### src/rtl/mem_port_arbiter_pkg.sv
// ---------------------------------------------------------------------------
// mem_port_arbiter_pkg
// Shared definitions for the memory port arbiter: FSM state encoding, the
// read-owner tag encoding and the default widths/limits.
// ---------------------------------------------------------------------------
package mem_port_arbiter_pkg;

    localparam int DEF_ADDR_W     = 14;
    localparam int DEF_DATA_W     = 32;
    localparam int DEF_STARVE_MAX = 4;
    localparam int BE_W           = 4;

    typedef enum logic [1:0] {
        ST_RUN   = 2'd0,
        ST_DRAIN = 2'd1,
        ST_LOAD  = 2'd2
    } state_e;

    // Identifies which requester owns the read data returning next cycle.
    typedef enum logic [1:0] {
        OWN_NONE = 2'd0,
        OWN_IF   = 2'd1,
        OWN_D    = 2'd2
    } owner_e;

    // Width needed to hold a saturating counter that counts up to maxVal.
    function automatic int cnt_width(input int maxVal);
        return (maxVal < 1) ? 1 : $clog2(maxVal + 1);
    endfunction

endpackage

### src/rtl/mem_port_arbiter_arb_prio.sv
// ---------------------------------------------------------------------------
// arb_prio
// Purely combinational fixed-priority arbiter between the data port and the
// fetch port. Data wins by default; fetch wins once it has been starved for
// STARVE_MAX cycles. The starvation counter itself lives in the parent.
//
// Ports:
//   enable_i     - arbitration allowed this cycle (RUN state, not in reset)
//   ifReq_i      - fetch request
//   dReq_i       - data request
//   starveCnt_i  - current fetch starvation count
//   ifGnt_o      - fetch granted
//   dGnt_o       - data granted
// ---------------------------------------------------------------------------
module arb_prio #(
    parameter int STARVE_MAX = 4,
    parameter int CNT_W      = 3
) (
    input  logic             enable_i,
    input  logic             ifReq_i,
    input  logic             dReq_i,
    input  logic [CNT_W-1:0] starveCnt_i,
    output logic             ifGnt_o,
    output logic             dGnt_o
);

    logic starved;

    // Data port has priority unless the fetch port has hit its starvation
    // limit while still requesting; at most one grant is ever raised.
    always_comb begin
        starved = (starveCnt_i == CNT_W'(STARVE_MAX));
        ifGnt_o = 1'b0;
        dGnt_o  = 1'b0;
        if (enable_i) begin
            if (dReq_i && !(ifReq_i && starved)) begin
                dGnt_o = 1'b1;
            end else if (ifReq_i) begin
                ifGnt_o = 1'b1;
            end
        end
    end

endmodule

### src/rtl/mem_port_arbiter.sv
// ---------------------------------------------------------------------------
// mem_port_arbiter
// Shares one single-port RAM between an instruction fetch port, a data port
// and a bulk loader. In RUN the fetch and data ports are arbitrated each
// cycle; a loader start drains the outstanding read (DRAIN) and then hands
// the RAM exclusively to the loader (LOAD) until it signals done.
//
// Ports:
//   clk, rst                       - clock, async active-high reset
//   if_req/if_addr/if_gnt          - fetch request, address, grant
//   if_rvalid/if_rdata             - fetch read return (one cycle after grant)
//   d_req/d_we/d_be/d_addr/d_wdata - data request, write enable, byte enables
//   d_gnt/d_rvalid/d_rdata         - data grant and read return
//   ld_start/ld_valid/ld_addr/
//   ld_wdata/ld_done/ld_gnt        - loader control, write beats, grant
//   mem_en/mem_we/mem_addr/
//   mem_wdata/mem_rdata            - RAM port (rdata valid cycle after en)
//   pipe_stall                     - some requester is blocked or not in RUN
//   load_active                    - FSM is in LOAD
// ---------------------------------------------------------------------------
module mem_port_arbiter
    import mem_port_arbiter_pkg::*;
#(
    parameter int ADDR_W     = DEF_ADDR_W,
    parameter int DATA_W     = DEF_DATA_W,
    parameter int STARVE_MAX = DEF_STARVE_MAX
) (
    input  logic              clk,
    input  logic              rst,
    input  logic              if_req,
    input  logic [ADDR_W-1:0] if_addr,
    output logic              if_gnt,
    output logic              if_rvalid,
    output logic [DATA_W-1:0] if_rdata,
    input  logic              d_req,
    input  logic              d_we,
    input  logic [BE_W-1:0]   d_be,
    input  logic [ADDR_W-1:0] d_addr,
    input  logic [DATA_W-1:0] d_wdata,
    output logic              d_gnt,
    output logic              d_rvalid,
    output logic [DATA_W-1:0] d_rdata,
    input  logic              ld_start,
    input  logic              ld_valid,
    input  logic [ADDR_W-1:0] ld_addr,
    input  logic [DATA_W-1:0] ld_wdata,
    input  logic              ld_done,
    output logic              ld_gnt,
    output logic              mem_en,
    output logic [BE_W-1:0]   mem_we,
    output logic [ADDR_W-1:0] mem_addr,
    output logic [DATA_W-1:0] mem_wdata,
    input  logic [DATA_W-1:0] mem_rdata,
    output logic              pipe_stall,
    output logic              load_active
);

    localparam int CNT_W = cnt_width(STARVE_MAX);

    state_e           state_q, state_d;
    owner_e           tag_q, tag_d;
    logic [CNT_W-1:0] starveCnt_q, starveCnt_d;
    logic             arbEnable;
    logic             ifWin;
    logic             dWin;

    // Grants are combinational, so they are also suppressed while reset is
    // held to keep the RAM port quiet during reset.
    assign arbEnable = (state_q == ST_RUN) && !rst;

    arb_prio #(
        .STARVE_MAX (STARVE_MAX),
        .CNT_W      (CNT_W)
    ) u_arb_prio (
        .enable_i    (arbEnable),
        .ifReq_i     (if_req),
        .dReq_i      (d_req),
        .starveCnt_i (starveCnt_q),
        .ifGnt_o     (ifWin),
        .dGnt_o      (dWin)
    );

    // State register.
    always_ff @(posedge clk or posedge rst) begin
        if (rst) begin
            state_q <= ST_RUN;
        end else begin
            state_q <= state_d;
        end
    end

    // Next-state logic: a load start drains for exactly one cycle so the
    // read granted alongside it can return, then the loader owns the RAM.
    always_comb begin
        state_d = state_q;
        case (state_q)
            ST_RUN:   if (ld_start) state_d = ST_DRAIN;
            ST_DRAIN: state_d = ST_LOAD;
            ST_LOAD:  if (ld_done) state_d = ST_RUN;
            default:  state_d = ST_RUN;
        endcase
    end

    // Output logic: RAM port mux, grants, status and read-return steering.
    // The loader beat is only considered in LOAD, where the arbiter is off.
    always_comb begin
        if_gnt      = ifWin;
        d_gnt       = dWin;
        ld_gnt      = 1'b0;
        mem_en      = 1'b0;
        mem_we      = '0;
        mem_addr    = '0;
        mem_wdata   = '0;
        load_active = (state_q == ST_LOAD);
        if (dWin) begin
            mem_en    = 1'b1;
            mem_we    = d_we ? d_be : '0;
            mem_addr  = d_addr;
            mem_wdata = d_wdata;
        end else if (ifWin) begin
            mem_en   = 1'b1;
            mem_addr = if_addr;
        end else if ((state_q == ST_LOAD) && ld_valid && !rst) begin
            ld_gnt    = 1'b1;
            mem_en    = 1'b1;
            mem_we    = '1;
            mem_addr  = ld_addr;
            mem_wdata = ld_wdata;
        end
        pipe_stall = (if_req && !ifWin) || (d_req && !dWin) || (state_q != ST_RUN);
        if_rvalid  = (tag_q == OWN_IF);
        d_rvalid   = (tag_q == OWN_D);
        if_rdata   = if_rvalid ? mem_rdata : '0;
        d_rdata    = d_rvalid ? mem_rdata : '0;
    end

    // Next read-owner tag and fetch starvation count. The counter only moves
    // in RUN; while draining or loading it keeps its value.
    always_comb begin
        tag_d = OWN_NONE;
        if (ifWin) begin
            tag_d = OWN_IF;
        end else if (dWin && !d_we) begin
            tag_d = OWN_D;
        end
        starveCnt_d = starveCnt_q;
        if (state_q == ST_RUN) begin
            if (!if_req || ifWin) begin
                starveCnt_d = '0;
            end else if (starveCnt_q != CNT_W'(STARVE_MAX)) begin
                starveCnt_d = starveCnt_q + CNT_W'(1);
            end
        end
    end

    // Read tag and starvation counter registers; reset aborts any read.
    always_ff @(posedge clk or posedge rst) begin
        if (rst) begin
            tag_q       <= OWN_NONE;
            starveCnt_q <= '0;
        end else begin
            tag_q       <= tag_d;
            starveCnt_q <= starveCnt_d;
        end
    end

endmodule

### config.mk
export PLATFORM = sky130hd
export DESIGN_NAME = mem_port_arbiter
export DESIGN_NICKNAME = d
export VERILOG_FILES = /design/src/rtl/mem_port_arbiter_pkg.sv /design/src/rtl/mem_port_arbiter_arb_prio.sv /design/src/rtl/mem_port_arbiter.sv
export SDC_FILE = /design/constraint.sdc
export NUM_CORES = 1
export LEC_CHECK = 0
export BUFFER_PORTS_ARGS = -buffer_cell sky130_fd_sc_hd__buf_2
export CAP_MARGIN = 25
export CORE_AREA = 4 4 103 105
export CTS_BUF_LIST = sky130_fd_sc_hd__clkbuf_4 sky130_fd_sc_hd__clkbuf_8
export CTS_CLUSTER_SIZE = 30
export DETAILED_ROUTE_END_ITERATION = 16
export DIE_AREA = 0 0 107 109
export PLACE_DENSITY = 0.57
export SYNTH_ARGS = -nofsm -noshare
export SYNTH_HDL_FRONTEND = slang
export SYNTH_HIERARCHICAL = 1
export SYNTH_SLANG_ARGS = --single-unit
### constraint.sdc
create_clock -name clk -period 1.9 [get_ports clk]
set_input_delay 0.095 -clock clk [delete_from_list [all_inputs] [get_ports clk]]
set_output_delay 0.095 -clock clk [all_outputs]
set_load 0.05 [all_outputs]
==> results.py, run 1 <==
metrics = {
    "status": {
        "outcome": "finished with violations",
        "violations": "setup timing",
    },
    "detailed_routing": {
        "drc": 0,
        "vias": 2612,
        "first_iter_violations": 122,
        "drtPass1Iterations": 4,
        "drt-total-wl_um": 9736,
        "wl_per_cell_um": 15.93,
        "viasPerCell": 4.275,
        "ant_nets": 0,
    },
    "placement": {
        "dp_hpwl_um": 8008,
        "gp_congestion": 0.7701,
        "port_buffers": 271,
    },
    "clock_network": {
        "cts.htree.levels": 1,
        "clock_sinks": 7,
        "clockBufferDepth": 2,
        "insertion_delay_ps": 230,
        "cts_tree": "yes",
        "clk_pin_slew_ps": 40,
        "cts_root_buf": "clkbuf_8",
        "cts_buffers": 3,
    },
    "logic_synthesis": {
        "yosys_warnings": 6,
        "seq_area_frac_synth": 0.1174,
        "ys.flop_type": "dfrtp_1",
        "syn_nets": 343,
        "synth-seq-cells": 7,
        "async_flop_share": 1.000,
        "syn_inst": 191,
        "synth.avg_cell_area_um2": 7.815,
        "synth_edf_count": 0,
        "synth.distinct_cells": 29,
        "synth.cell_area_um2": 1493,
    },
    "min_path": {
        "min_from": "ld_start",
        "hold_end": "state_q[0]",
        "min_path_cells": 2,
        "worst_hold_path_type": "in -> reg",
    },
    "cells_and_area": {
        "fillers": 999,
        "syn_to_final_growth_pct": 164.2,
        "nNetsFinal": 631,
        "final_util": 0.4091,
        "layout_common_cells": "214 x buf_2, 65 x and2_1, 40 x buf_6, 23 x buf_4, 17 x a22o_2",
        "drive_above_1_share": 0.7720,
        "final_common_cell": "buf_2",
        "n_antenna_cell": 0,
    },
    "power": {
        "pwr_density_cell_nw_per_um2": 862.0,
        "switching_power_mw": 1.866,
        "p_leak_nw": 2.296,
        "finalPower_mw": 3.400,
        "swShare": 0.5490,
        "combPwrFrac": 0.866,
        "p_int_mw": 1.533,
        "p_clk_frac": 0.066,
        "seqPwrFrac": 0.068,
        "ir_worst_vdd_uv": 611.5,
    },
    "worst_setup_path": {
        "critPathRequiredTime_ps": 1800,
        "crit_chain": "or3b_4 > o211a_4 > buf_12 > a221o_2 > buf_6",
        "r2r_end": "starveCnt_q[1]",
        "rr_worst_depth": 7,
        "crit_type": "reg -> out",
        "rrSetupSlack_ps": 70,
        "worst_setup_path_start_kind": "register",
        "worst_r2r_startpoint": "starveCnt_q[1]",
        "end_kind": "output pin",
        "slowest_stage": "or3b_4",
        "arrival_ps": 2100,
        "critical_path.max_fanout": 45,
        "worst_path_largest_cell_delay_ps": 420,
    },
    "timing": {
        "setup_violations": 53,
        "rsz0062_at_grt": "yes",
        "layout_min_cycle_time_ps": 2198,
        "max_slew.worst_pin.slew_ps": 374.2,
        "fmax_ghz": 0.4549,
        "fin_skew_ps": 2.186,
        "drv_slew": 0,
        "worst_slack_ps": -298.5,
        "period_share": 1.157,
        "hold_violations": 0,
        "max-slew-margin-rel": 0.7496,
    },
    "global_route": {
        "antenna_found_initial": 3,
        "grtUsageTotal": 0.1460,
        "grt_max_degree": 46,
        "overflow": 0,
        "grt_pass1_vias": 2671,
        "grt_pass1_wl_um": 13630,
    },
    "floorplanning": {
        "chipHeight_um": 109,
        "io_pins": 272,
        "placementRows": 36,
        "start_util": 0.1549,
        "die_w_um": 107,
        "core_um2": 9639,
        "dieArea_um2": 11660,
    },
    "job": {
        "drv_cap": 0,
    },
}
-- area by class of cell --
| cell class | count | area (um2) | share of cell area |
|---|---|---|---|
| tap | 133 | 166.4 | 0.04220 |
| sequential | 7 | 175.2 | 0.04442 |
| clock buffer | 4 | 48.80 | 0.01237 |
| inverter | 6 | 22.52 | 0.005711 |
| timing repair buffer | 302 | 2110 | 0.5349 |
| multi-input combinational | 159 | 1421 | 0.3604 |
-- state kept, by name (all words and copies together) (netlist names) --
name,cells
starveCnt_q,3
state_q,2
tag_q,2
-- logic make-up after synthesis --
logic type	after synthesis	synth area share
adders and majority gates	2	0.01676
muxes	2	0.01425
DFF	7	0.1174
and+or+nand+nor	98	0.4200
AOI/OAI and AO/OA	57	0.3428
buffers and inverters	25	0.08885
-- what timing repair did --
item,4_1_cts,5_1_grt
endpoints found under the hold margin,7,0
hold buffers,1,0
pin swaps,0,2
endpoints found under the setup margin,55,55
cloned,0,1
setup buffers,3,3
resized for setup,119,16
-- routing by layer --
metal	track usage	wire, um	part of all wire	vias up
met5	0	34	0.0035	-
met4	0.02192	76	0.0078	6
met3	0.04855	1049	0.11	12
met2	0.2819	5157	0.53	145
met1	0.1570	3418	0.35	1171
li1	-	-	-	1278
-- power by group through the flow --
| stage | Sequential [mW] | Clock (mW) | Combinational (mW) |
|---|---|---|---|
| floorplan | 0.253 | 0 | 1.81 |
| global placement | 0.228 | 0 | 2.49 |
| detailed placement | 0.233 | 0 | 2.52 |
| CTS | 0.232 | 0.232 | 2.87 |
| global route | 0.237 | 0.239 | 3.08 |
| finish | 0.231 | 0.225 | 2.94 |
-- worst max-delay path: cells and delay by family (launching register included) --
kind / cells / cell delay (ps)
flops: 1 / 370
simple gates: 1 / 420
compound gates: 2 / 710
buf+inv: 2 / 350
-- how the worst max path moves through the flow --
| stage | start | to | slack [ps] | depth (start not counted) |
|---|---|---|---|---|
| 4_1_cts | starveCnt_q[1] | mem_addr[11] | -310 | 5 |
| 6_report | starveCnt_q[1] | mem_addr[11] | -300 | 5 |
| 3_5_place_dp | starveCnt_q[1] | mem_addr[11] | -210 | 5 |
| 2_1_floorplan | starveCnt_q[1] | mem_addr[10] | -240 | 5 |
| 3_3_place_gp | starveCnt_q[1] | mem_addr[11] | -180 | 5 |
| 5_1_grt | starveCnt_q[1] | mem_wdata[0] | -360 | 7 |
-- synthesized netlist by cell type, types with 3 or more instances --
cell      number  area share
and2_1        65        0.27
and3_1        14       0.059
nor2b_1        3       0.013
nor2_1         3      0.0075
a221o_1        5       0.034
inv_1          5       0.013
nand2_1        5       0.013
clkbuf_1      13       0.033
a21oi_1        4       0.013
a221o_2        9       0.068
a22o_1        32        0.19
dfrtp_1        7        0.12
a31o_2         4       0.023
buf_6          5       0.038
-- metrics by stage --
step | cells | cell area [um2] | hold WS [ps] | setup WS (ps) | TNS [ps]
after detailed placement | 599 | 3373 | 71.51 | -207.4 | -6972
after global placement | 599 | 3373 | 59.80 | -184.6 | -5675
final | 611 | 3944 | 79.38 | -298.5 | -13700
after CTS | 607 | 3837 | 76.68 | -308.7 | -14380
after floorplan | 191 | 1730 | -101.6 | -240.3 | -10380
after global routing | 611 | 3944 | 75.37 | -362.0 | -17140
(Power assumes the default switching activity.)
==> run 2: changes to the inputs <==
- CELL_PAD_IN_SITES_DETAIL_PLACEMENT: unset -> 0
- CELL_PAD_IN_SITES_GLOBAL_PLACEMENT: unset -> 1
- CORE_AREA: 4 4 103 105 -> unset
- CORE_ASPECT_RATIO: unset -> 1.4
- CORE_MARGIN: unset -> 4
- CORE_UTILIZATION: unset -> 14
- DIE_AREA: 0 0 107 109 -> unset
- PLACE_DENSITY: 0.57 -> 0.83
==> results.py, run 2 (synthesis results as in run 1) <==
metrics = {
    "clock_network": {
        "clock_sinks": 7,
        "cts.htree.levels": 1,
        "clk_pin_slew_ps": 40,
        "cts_buffers": 3,
        "cts_root_buf": "clkbuf_8",
        "cts_tree": "yes",
        "clockBufferDepth": 2,
        "insertion_delay_ps": 230,
    },
    "floorplanning": {
        "io_pins": 272,
        "dieArea_um2": 12400,
        "chipHeight_um": 130.2,
        "core_um2": 10410,
        "die_w_um": 95.27,
        "placementRows": 44,
        "start_util": 0.1435,
    },
    "worst_setup_path": {
        "r2r_end": "starveCnt_q[1]",
        "arrival_ps": 2200,
        "critPathRequiredTime_ps": 1800,
        "rrSetupSlack_ps": -120,
        "crit_type": "reg -> out",
        "rr_worst_depth": 9,
        "worst_r2r_startpoint": "starveCnt_q[1]",
        "end_kind": "output pin",
        "critical_path.max_fanout": 12,
        "worst_setup_path_start_kind": "register",
    },
    "placement": {
        "port_buffers": 271,
        "dp_hpwl_um": 9546,
        "dpl-instance-area_um2": 3477,
        "place_inst": 599,
        "gp_congestion": 0.8001,
    },
    "timing": {
        "finalSetupTns_ps": -16540,
        "fmax_ghz": 0.4349,
        "layout_min_cycle_time_ps": 2299,
        "period_share": 1.210,
        "setup_violations": 57,
        "fin_skew_ps": 4.190,
        "max-slew-margin-rel": 0.7758,
        "max_slew.worst_pin.slew_ps": 335.1,
        "hold_violations": 0,
        "drv_slew": 0,
        "worst_slack_ps": -399.3,
        "rsz0062_at_grt": "yes",
    },
    "global_route": {
        "antenna_found_initial": 9,
        "grt_max_degree": 34,
        "overflow": 0,
        "grt_pass1_wl_um": 15190,
        "grt_pass1_vias": 2805,
        "grtUsageTotal": 0.1646,
    },
    "detailed_routing": {
        "viasPerCell": 4.421,
        "vias": 2772,
        "wl_per_cell_um": 19.31,
        "drc": 0,
        "drtPass1Iterations": 4,
        "drt-total-wl_um": 12110,
        "ant_nets": 0,
        "first_iter_violations": 60,
    },
    "cells_and_area": {
        "syn_to_final_growth_pct": 202.7,
        "fin_cells": 627,
        "post-route-cell-area_um2": 4518,
        "fillers": 998,
        "final_util": 0.4342,
        "final_common_cell": "buf_2",
        "register_area_um2": 175.2,
        "drive_above_1_share": 0.7807,
        "nNetsFinal": 641,
        "largest_reg_flops": 3,
        "layout_common_cells": "214 x buf_2, 65 x and2_1, 31 x a22o_4, 28 x buf_8, 28 x buf_6",
        "reg_top3": "starveCnt_q: 3 flops, state_q: 2 flops, tag_q: 2 flops",
        "multi_input_area_um2": 1562,
        "regMostFlops": "starveCnt_q",
    },
    "power": {
        "pwr_density_cell_nw_per_um2": 863.1,
        "p_leak_nw": 2.537,
        "switching_power_mw": 2.023,
        "ir_worst_vdd_uv": 504.7,
        "combPwrFrac": 0.880,
        "p_clk_frac": 0.058,
        "swShare": 0.5188,
        "finalPower_mw": 3.900,
        "seqPwrFrac": 0.062,
        "p_int_mw": 1.877,
    },
    "status": {
        "outcome": "finished with violations",
        "violations": "setup timing",
    },
    "min_path": {
        "min_path_cells": 2,
        "worst_hold_path_type": "in -> reg",
        "min_from": "ld_start",
        "hold_end": "state_q[0]",
    },
    "job": {
        "drv_cap": 0,
    },
}
[run 2: changes by cell type in the layout (fill, tap and decap cells not counted), moves of 3 or more]
cell / delta
buf_16: +3
clkbuf_16: +4
buf_12: +13
buf_8: +12
buf_6: -12
a22o_2: -16
buf_4: -10
a22o_4: +16
[run 2: repair_timing]
action / CTS / global route
cloned: 4 / 5
pin swaps: 2 / 3
hold buffers: 1 / 0
hold endpoints to repair: 7 / 0
buffers inserted: 7 / 8
endpoints found under the setup margin: 57 / 57
gates resized for setup: 124 / 47
[run 2: worst max-delay path by stage]
stage | slack, ps | end | cells past startpoint | from
global route | -450 | mem_addr[11] | 8 | starveCnt_q[1]
CTS | -380 | mem_addr[9] | 8 | starveCnt_q[1]
detailed placement | -160 | mem_wdata[9] | 6 | starveCnt_q[1]
global placement | -130 | mem_wdata[28] | 6 | starveCnt_q[1]
floorplan | -240 | mem_addr[10] | 5 | starveCnt_q[1]
finish | -400 | mem_addr[7] | 8 | starveCnt_q[1]
[run 2: through the flow]
| stage | setup slack [ps] | hold WS [ps] |
|---|---|---|
| after floorplan | -240.3 | -101.6 |
| after global placement | -130.8 | 79.60 |
| after detailed placement | -158.5 | 76.61 |
| after CTS | -378.2 | 71.08 |
| after global routing | -446.4 | 89.49 |
| final | -399.3 | 71.00 |
[run 2: power groups by stage]
stage / Sequential, mW / Clock, mW / Combinational [mW]
global route: 0.244 / 0.239 / 3.57
detailed placement: 0.235 / 0 / 2.65
finish: 0.240 / 0.227 / 3.43
CTS: 0.235 / 0.231 / 3.16
floorplan: 0.253 / 0 / 1.81
global placement: 0.233 / 0 / 2.63
[run 2: worst max-delay path: stages, from the launching register on]
cell,delay (ps)
dfrtp_1,370
or3b_4,420
buf_6,130
a21oi_4,160
nor3_4,90
buf_12,160
buf_12,130
a221o_2,350
buf_6,160
[run 2: final cells by class]
class                           count  area share
Clock buffer                        4     0.01080
Sequential cell                     7     0.03877
Antenna cell                        1   0.0005539
Multi-Input combinational cell    159      0.3456
Tap cell                          138     0.03822
Inverter                            6    0.007754
Timing Repair Buffer              312      0.5583
[run 2: routing by layer]
metal  GRT usage  routed length, um  vias up
li1            -                  -     1305
met1      0.1552               3871     1224
met2      0.3237               6356      207
met3     0.06920               1649       20
met4     0.03398                115       16
met5           0                113        -
